$ cat src/rtl/gcd_pkg.sv
// Shared definitions for the parametrised GCD engine.
// Holds the default operand width and the controller state encoding.
// Encoding 2'd3 is unused; the controller treats it as IDLE.
package gcd_pkg;

    localparam int GCD_DEFAULT_WIDTH = 8;

    typedef enum logic [1:0] {
        IDLE = 2'd0,
        CALC = 2'd1,
        DONE = 2'd2
    } gcd_state_e;

endpackage

$ cat src/rtl/gcd_param_dp.sv
// Datapath of the GCD engine: the x/y operand registers, the subtractor
// and the comparator flags used by the controller.
//
// Ports:
//   clk, reset      - clock and synchronous active-high reset
//   load            - capture x_in/y_in into the operand registers
//   sub_x / sub_y   - replace x with x-y, or y with y-x
//   x_in, y_in      - operands presented by the requester
//   x_val, y_val    - current operand register contents
//   x_zero, y_zero  - operand register equals zero
//   eq, gt          - x equals y, x greater than y (unsigned)
module gcd_param_dp
    import gcd_pkg::*;
#(
    parameter int WIDTH = GCD_DEFAULT_WIDTH
) (
    input  logic             clk,
    input  logic             reset,
    input  logic             load,
    input  logic             sub_x,
    input  logic             sub_y,
    input  logic [WIDTH-1:0] x_in,
    input  logic [WIDTH-1:0] y_in,
    output logic [WIDTH-1:0] x_val,
    output logic [WIDTH-1:0] y_val,
    output logic             x_zero,
    output logic             y_zero,
    output logic             eq,
    output logic             gt
);

    logic [WIDTH-1:0] x_q, x_d;
    logic [WIDTH-1:0] y_q, y_d;

    // The controller only asserts sub_x when x > y and sub_y when y > x,
    // so the larger operand is always the minuend and nothing underflows.
    always_comb begin
        x_d = x_q;
        y_d = y_q;
        if (load) begin
            x_d = x_in;
            y_d = y_in;
        end else if (sub_x) begin
            x_d = x_q - y_q;
        end else if (sub_y) begin
            y_d = y_q - x_q;
        end
    end

    always_ff @(posedge clk) begin
        if (reset) begin
            x_q <= '0;
            y_q <= '0;
        end else begin
            x_q <= x_d;
            y_q <= y_d;
        end
    end

    assign x_val  = x_q;
    assign y_val  = y_q;
    assign x_zero = (x_q == '0);
    assign y_zero = (y_q == '0);
    assign eq     = (x_q == y_q);
    assign gt     = (x_q > y_q);

endmodule

$ cat src/rtl/gcd_param_fsmd.sv
// Parametrised GCD engine using repeated subtraction.
// A start seen in IDLE or DONE captures x_in/y_in and begins a run; busy
// stays high while computing, then gcd_out is presented with gcd_done held
// high until the next accepted start or reset.
//
// Ports:
//   clk        - system clock
//   reset      - synchronous active-high reset, overrides everything
//   start      - run request, only looked at in IDLE or DONE
//   x_in, y_in - operands, captured on the accepting edge
//   gcd_out    - result, valid while gcd_done is high
//   gcd_done   - result-valid level
//   busy       - high while the run is in progress
//   iter_count - number of subtractions in the last run
//                (only present when GCD_ITER_COUNT_EN is defined)
//
// Optional feature macro: GCD_ITER_COUNT_EN
module gcd_param_fsmd
    import gcd_pkg::*;
#(
    parameter int WIDTH = GCD_DEFAULT_WIDTH
) (
    input  logic             clk,
    input  logic             reset,
    input  logic             start,
    input  logic [WIDTH-1:0] x_in,
    input  logic [WIDTH-1:0] y_in,
    output logic [WIDTH-1:0] gcd_out,
    output logic             gcd_done,
    output logic             busy
`ifdef GCD_ITER_COUNT_EN
    ,
    output logic [WIDTH-1:0] iter_count
`endif
);

    gcd_state_e       state_q, state_d;
    logic [WIDTH-1:0] gcd_out_q, gcd_out_d;
    logic             gcd_done_q, gcd_done_d;
    logic             busy_q, busy_d;

    logic             load;
    logic             sub_x;
    logic             sub_y;
    logic [WIDTH-1:0] x_val;
    logic [WIDTH-1:0] y_val;
    logic             x_zero;
    logic             y_zero;
    logic             eq;
    logic             gt;

`ifdef GCD_ITER_COUNT_EN
    logic [WIDTH-1:0] iter_q, iter_d;
    logic [WIDTH-1:0] iter_count_q, iter_count_d;
`endif

    gcd_param_dp #(
        .WIDTH (WIDTH)
    ) u_dp (
        .clk    (clk),
        .reset  (reset),
        .load   (load),
        .sub_x  (sub_x),
        .sub_y  (sub_y),
        .x_in   (x_in),
        .y_in   (y_in),
        .x_val  (x_val),
        .y_val  (y_val),
        .x_zero (x_zero),
        .y_zero (y_zero),
        .eq     (eq),
        .gt     (gt)
    );

    // Next-state and control logic. A zero operand finishes immediately with
    // the other operand as the result; that also covers gcd(0,0)=0.
    always_comb begin
        state_d    = state_q;
        gcd_out_d  = gcd_out_q;
        gcd_done_d = gcd_done_q;
        busy_d     = busy_q;
        load       = 1'b0;
        sub_x      = 1'b0;
        sub_y      = 1'b0;
`ifdef GCD_ITER_COUNT_EN
        iter_d       = iter_q;
        iter_count_d = iter_count_q;
`endif
        case (state_q)
            IDLE, DONE: begin
                if (start) begin
                    load       = 1'b1;
                    busy_d     = 1'b1;
                    gcd_done_d = 1'b0;
                    state_d    = CALC;
`ifdef GCD_ITER_COUNT_EN
                    iter_d = '0;
`endif
                end
            end
            CALC: begin
                if (x_zero || y_zero || eq) begin
                    gcd_out_d  = x_zero ? y_val : x_val;
                    gcd_done_d = 1'b1;
                    busy_d     = 1'b0;
                    state_d    = DONE;
`ifdef GCD_ITER_COUNT_EN
                    iter_count_d = iter_q;
`endif
                end else begin
                    sub_x = gt;
                    sub_y = ~gt;
`ifdef GCD_ITER_COUNT_EN
                    iter_d = iter_q + {{(WIDTH-1){1'b0}}, 1'b1};
`endif
                end
            end
            default: begin
                state_d    = IDLE;
                busy_d     = 1'b0;
                gcd_done_d = 1'b0;
            end
        endcase
    end

    always_ff @(posedge clk) begin
        if (reset) begin
            state_q    <= IDLE;
            gcd_out_q  <= '0;
            gcd_done_q <= 1'b0;
            busy_q     <= 1'b0;
        end else begin
            state_q    <= state_d;
            gcd_out_q  <= gcd_out_d;
            gcd_done_q <= gcd_done_d;
            busy_q     <= busy_d;
        end
    end

`ifdef GCD_ITER_COUNT_EN
    always_ff @(posedge clk) begin
        if (reset) begin
            iter_q       <= '0;
            iter_count_q <= '0;
        end else begin
            iter_q       <= iter_d;
            iter_count_q <= iter_count_d;
        end
    end

    assign iter_count = iter_count_q;
`endif

    assign gcd_out  = gcd_out_q;
    assign gcd_done = gcd_done_q;
    assign busy     = busy_q;

endmodule

$ cat config.mk
export PLATFORM = sky130hd
export DESIGN_NAME = gcd_param_fsmd
export DESIGN_NICKNAME = d
export VERILOG_FILES = /design/src/rtl/gcd_pkg.sv /design/src/rtl/gcd_param_dp.sv /design/src/rtl/gcd_param_fsmd.sv
export SDC_FILE = /design/constraint.sdc
export NUM_CORES = 1
export LEC_CHECK = 0
export BUFFER_PORTS_ARGS = -buffer_cell sky130_fd_sc_hd__buf_4
export CAP_MARGIN = 20
export CORE_MARGIN = 2
export CORE_UTILIZATION = 55
export DETAILED_ROUTE_END_ITERATION = 10
export GPL_TIMING_DRIVEN = 0
export PLACE_DENSITY = 0.87
export SLEW_MARGIN = 10
export SYNTH_ARGS = -nofsm -noshare
export SYNTH_HDL_FRONTEND = slang
export SYNTH_HIERARCHICAL = 1
export SYNTH_SLANG_ARGS = --single-unit
$ cat constraint.sdc
create_clock -name clk -period 8.5 [get_ports clk]
set_input_delay 0.85 -clock clk [delete_from_list [all_inputs] [get_ports clk]]
set_output_delay 0.85 -clock clk [all_outputs]
set_load 0.01 [all_outputs]
======== After elaboration in Yosys (flattened, before gate mapping) ========
Cells that the tools add are included.
word-level totals
  bits in registers ....................... 28
  bits in latches ......................... 0
  bits in writable memories ............... 0
  ROM bits ................................ 0
  bits of input ports ..................... 19
  output and inout port bits .............. 10
  word-level logic and storage cells ...... 48
  memories ................................ 0
cells by class
  add/sub/neg operators ................... 2
  multiply operators ...................... 0
  div/mod/pow operators ................... 0
  order comparisons ....................... 1
  equality and inequality tests ........... 6
  shift operators ......................... 0
  mux-type cells .......................... 21
  bitwise operators ....................... 1
  reduce and logical (&&, ||, !) cells .... 11
operator list
  operator                                       count
  two-way mux 8 bit                              6
  logical NOT 8 bit                              2
  subtractor 8 bit                               2
  two-way mux 1 bit                              10
  == test 8 bit                                  1
  > comparator 8 bit                             1
  != test 2 bit, second input constant           3
  AND reduction 2 bit                            3
  two-way mux 2 bit                              2
  case mux 1 bit (2 select lines)                2
  case mux 2 bit (2 select lines)                1
  nonzero test 2 bit                             2
  == test 2 x 1 -> 1 bit, second input constant  1
  == test 2 bit, second input constant           1
  logical NOT 2 bit                              1
  logical OR 1 bit                               2
  OR reduction 2 bit                             1
  NOT 1 bit                                      1

======== Logic depth before layout (Yosys ltp) ========
  depth after elaboration ................. 8
  mapped depth ............................ 16
  mapped depth without buffers ............ 14

======== Hierarchy ========
Netlist, hierarchy kept.
by module, submodules not included
  module          times used  cells each  area an instance (µm²)  sequential area each (µm²)
  gcd_param_dp    1           200         1473.9                  320.3
  gcd_param_fsmd  1           52          538.0                   200.2

======== Least setup slack after synthesis ========
OpenSTA, ideal clock, no wires.
  path type ............................... register -> register
  start point ............................. register u_dp.x_q[0], in the netlist u_dp/x_val[0]
  end point ............................... register u_dp.y_q[6], in the netlist u_dp/y_val[6]
  library setup time ...................... 0.078 ns
  data arrival time ....................... 2.694 ns
  required time ........................... 8.422 ns
  path slack .............................. 5.728 ns
  cell stages (with the launch flop) ...... 16
  path buffers ............................ 2
  clock period less this slack ............ 2.772 ns
  cells stage by stage .................... dfxtp_1 > inv_1 > ha_1 > fa_1 > nand2b_1 > a21oi_1 > o21a_1 > o21ai_0 > a21oi_1 > and3_1 > clkbuf_1 > nor2b_1 > buf_2 > a41oi_1 > o211ai_1 > nor3_1
between the ends
  elaborated cells on any way between the ends .. 17
  those cells by class .................... add/sub (1); order compare (1); eq/ne (2); mux (7); bitwise (1); reduce/logical (5)
RTL lines
  element                        line                   text
  start: declaration             gcd_param_dp.sv:32     logic [WIDTH-1:0] x_q, x_d;
  start signal: assignment       gcd_param_dp.sv:52     x_q <= '0;
  start signal: assignment       gcd_param_dp.sv:55     x_q <= x_d;
  > comparator 8 bit             gcd_param_dp.sv:65     assign gt = (x_q > y_q);
  via gt                         gcd_param_fsmd.sv:50   logic gt;
  two-way mux 1 bit              gcd_param_fsmd.sv:102  if (x_zero || y_zero || eq) begin
  two-way mux 1 bit              gcd_param_fsmd.sv:89   case (state_q)
  via sub_x                      gcd_param_fsmd.sv:43   logic sub_x;
  != test 2 bit (no line)        -
  AND reduction 2 bit (no line)  -
  end signal: assignment         gcd_param_dp.sv:56     y_q <= y_d;
  end: declaration               gcd_param_dp.sv:33     logic [WIDTH-1:0] y_q, y_d;
The timed path passes the listed nets, and every way through them passes these cells. The select of a mux whose other input is x is not followed.
A chain may end at the register's enable or synchronous reset.

======== Final worst setup path ========
  start point ............................. register u_dp.x_q[0], in the netlist u_dp/x_val[0]
  end point ............................... register u_dp.x_q[2], in the netlist u_dp/x_val[2]
between the ends
  elaborated cells on any way between the ends .. 11
  those cells by class .................... add/sub (1); order compare (1); eq/ne (1); mux (4); reduce/logical (4)
RTL lines
  element                       line
  > comparator 8 bit            gcd_param_dp.sv:65
  via gt                        gcd_param_fsmd.sv:50
  two-way mux 1 bit             gcd_param_fsmd.sv:102
  two-way mux 1 bit             gcd_param_fsmd.sv:89
  via sub_x                     gcd_param_fsmd.sv:43
  nonzero test 2 bit (no line)  -
The timed path passes the listed nets, and every way through them passes these cells. The select of a mux whose other input is x is not followed.

==> results.cfg <==
[setup_path]
critPathTopFamily = compound AO/OA/AOI/OAI gates
end_kind = flop
critPathMaxFanout = 10
cp_common_cell = a21oi_1
worst-path-buf-inv = 3
r2r-start = u_dp/x_val[0]
required_ps = 8760
reg2reg_depth = 15
path_depth = 15
slowest_delay_ps = 470
r2r_end = u_dp/x_val[2]
arrival_ps = 3840
r2r_slack_ps = 4920
path_cells = inv_1, ha_1, fa_1, nand2b_1, a21oi_1, o21a_1, o21ai_0, a21oi_1, and3_1, clkbuf_1, clkbuf_1, nand3_1, o21ai_0, nand2_1, a21oi_1
critical_path_class = reg -> reg
setup.worst_path.end = u_dp/x_val[2]
critPathLaunchType = flop
setup.worst_path.start = u_dp/x_val[0]
cp_slowest_cell = clkbuf_1

[route]
dr_wl_met2_microns = 2619
wl_met1_microns = 2330
firstDrtPassIters = 4
drcViolationCount = 0
vias = 1974
top_layer = met4
dr.first_iter.drc_count = 129
wirelength_microns = 5400
via_per_inst = 6.018
wire_per_inst_microns = 16.46
wl_met3_microns = 388
postRouteAntennaNets = 0

[sta]
max_freq_ghz = 0.2791
min_period_ps = 3582
skew_ps = 6.538
whs_ps = 563.5
finalSetupTns_ps = 0
fin_crit_sh = 0.4215
tightest_slew_ps = 648.1
final_max_slew_viol_count = 0
setup_viol_count_final = 0
setup_slack_ps = 4918
timing.slew.headroom = 0.5679
hold_violations = 0
rsz0062_at_grt = false

[cells_and_area]
nFillCells = 308
area_growth_pct = 14.05
num_antenna_cells = 0
fin_nets = 320
drive_gt1_frac = 0.1879
fin_cells = 328
fin_util = 0.6718
layout_common_cells = 28 x nor2_1, 27 x buf_4, 26 x a21oi_1, 26 x dfxtp_1, 19 x inv_1
final_common_cell = nor2_1

[grt]
grt_max_degree = 14
antenna_found_initial = 0
grtUsageTotal = 0.2751
grt_pass1_vias = 1858
grt_pass1_wl_microns = 8838
grt_overflow = 0

[cts]
hold_buffers = 0
clkSlewWorstSetupHoldPaths_ps = 140
cts_sinks = 26
cts-resized-gates = 0
ctsHtreeMaxLevel = 1
clockRootBuffer = clkbuf_4
cts_setup_buffers = 0
cts_tree = done
cts_buffers = 3
clock_latency_ps = 320
cts_buffer_depth = 2

[logic_synthesis]
synth.net_count = 288
ys_seq_area_frac = 0.2587
synth_top_family_by_area = compound AO/OA/AOI/OAI gates
synth_area_leaders = dfxtp_1 26%, ha_1 9.3%, a21oi_1 6.5%
syn_avg_cell_area_sq_um = 7.984
synthSimpleGateAreaFrac = 0.2146
synth_top_area_frac = 0.2587
synth_compound_area_frac = 0.2637
synthDistinctLibCells = 48
synth_edf_count = 0
synth-xor-area-share = 0.02177
synthMuxAreaShare = 0.03980
synth_warnings = 6
synthFlopType = dfxtp_1
async_reset_ff_frac = 0
yosysTopAreaCell = dfxtp_1
synthCells = 252
synthAdderAreaFrac = 0.1132
syn_area_sq_um = 2012
ys_ff_latch = 26

[power_and_ir_drop]
powerDensity_nw_per_um2 = 209.8
p_leak_uw = 0.0009081
vdd_drop_max_v = 0.0001157

[placement]
routabilityCongestion = 0.9397
dpl_worst_slack_ps = 5003
port_buffers = 27
post-dp-hpwl_microns = 4080
dp.cells = 325

[die]
ioPinCount = 29
floorplan.rows = 21
start_util = 0.5890
die_x_microns = 64.48
die_h_microns = 64.48
die_area_sq_um = 4158
core_sq_um = 3416

[outcome]
status = finished clean

[hold_path]
min_path_type = reg -> reg

[run]
cap_violations = 0
-- sequential cells by signal, indices dropped and copies added (netlist names) --
| name | cells |
|---|---|
| busy | 1 |
| gcd_done | 1 |
| gcd_out | 8 |
| u_dp/x_val | 8 |
| u_dp/y_val | 8 |
-- how the worst min path moves through the flow --
| stage | slack [ps] | start | end | depth (start not counted) |
|---|---|---|---|---|
| final | 560 | gcd_out[3] | gcd_out[3] | 2 |
| after global routing | 590 | gcd_out[4] | gcd_out[4] | 2 |
| after CTS | 570 | gcd_out[1] | gcd_out[1] | 2 |
| after detailed placement | 550 | gcd_out[1] | gcd_out[1] | 2 |
| after global placement | 540 | gcd_out[1] | gcd_out[1] | 2 |
| after floorplan | 570 | u_dp/x_val[5] | u_dp/x_val[5] | 2 |
-- report_power, final --
part | total, uW | switching [uW] | internal, uW
combinational | 273 | 156 | 117
sequential | 155 | 16.0 | 139
clock | 53.0 | 36.4 | 16.6
-- cells in the mapped netlist (3+ instances only) --
| library cell | n |
|---|---|
| o21ai_0 | 7 |
| a21oi_1 | 26 |
| buf_6 | 4 |
| ha_1 | 15 |
| a211oi_1 | 9 |
| mux2i_1 | 8 |
| nor2b_1 | 6 |
| dfxtp_1 | 26 |
| nand2_1 | 11 |
| xnor2_1 | 3 |
| buf_2 | 4 |
| nor3_1 | 8 |
| nand4_1 | 4 |
| o21a_1 | 4 |
| nand2b_1 | 4 |
| or4_1 | 4 |
| and3_1 | 3 |
| nand3_1 | 4 |
| clkbuf_1 | 11 |
| nor2_1 | 28 |
| inv_1 | 19 |
| o21ai_1 | 4 |
| a211oi_2 | 8 |
-- logic make-up (layout without fill, tap and decap cells) --
logic type      after synthesis  after routing
mux                           8              8
simple gates                 83             83
buf+inv                      38             68
xor+xnor                      5              5
fa+ha+maj                    17             17
flops                        26             26
compound gates               75             75
-- tightest hold or removal path, stage by stage, from the launching register on --
cell      delay [ps]
dfxtp_1          330
a21oi_1          140
a211oi_2          60
-- routing by layer --
layer  vias up  global-route usage
met3         9             0.06597
met5         -                   0
met2        81              0.4635
met1       930              0.3543
met4         0             0.06915
li1        954                   -
-- through the flow --
step           instance area [sq um]  power, uW
2_1_floorplan                   2012      356.6
3_3_place_gp                    2272      417.3
3_5_place_dp                    2272      425.7
4_1_cts                         2295      479.1
5_1_grt                         2295      516.3
6_report                        2295      481.4
-- cell type report --
type,count,area [sq um],share of cell area
multi-input cells,188,1314,0.5725
flip-flops and latches,26,520.5,0.2268
repair buffers,27,202.7,0.08833
plain buffers,19,106.4,0.04635
inverters,19,71.32,0.03108
well taps,46,57.56,0.02508
clock buffers,3,22.52,0.009815
Power figures use the tool's default switching activity.
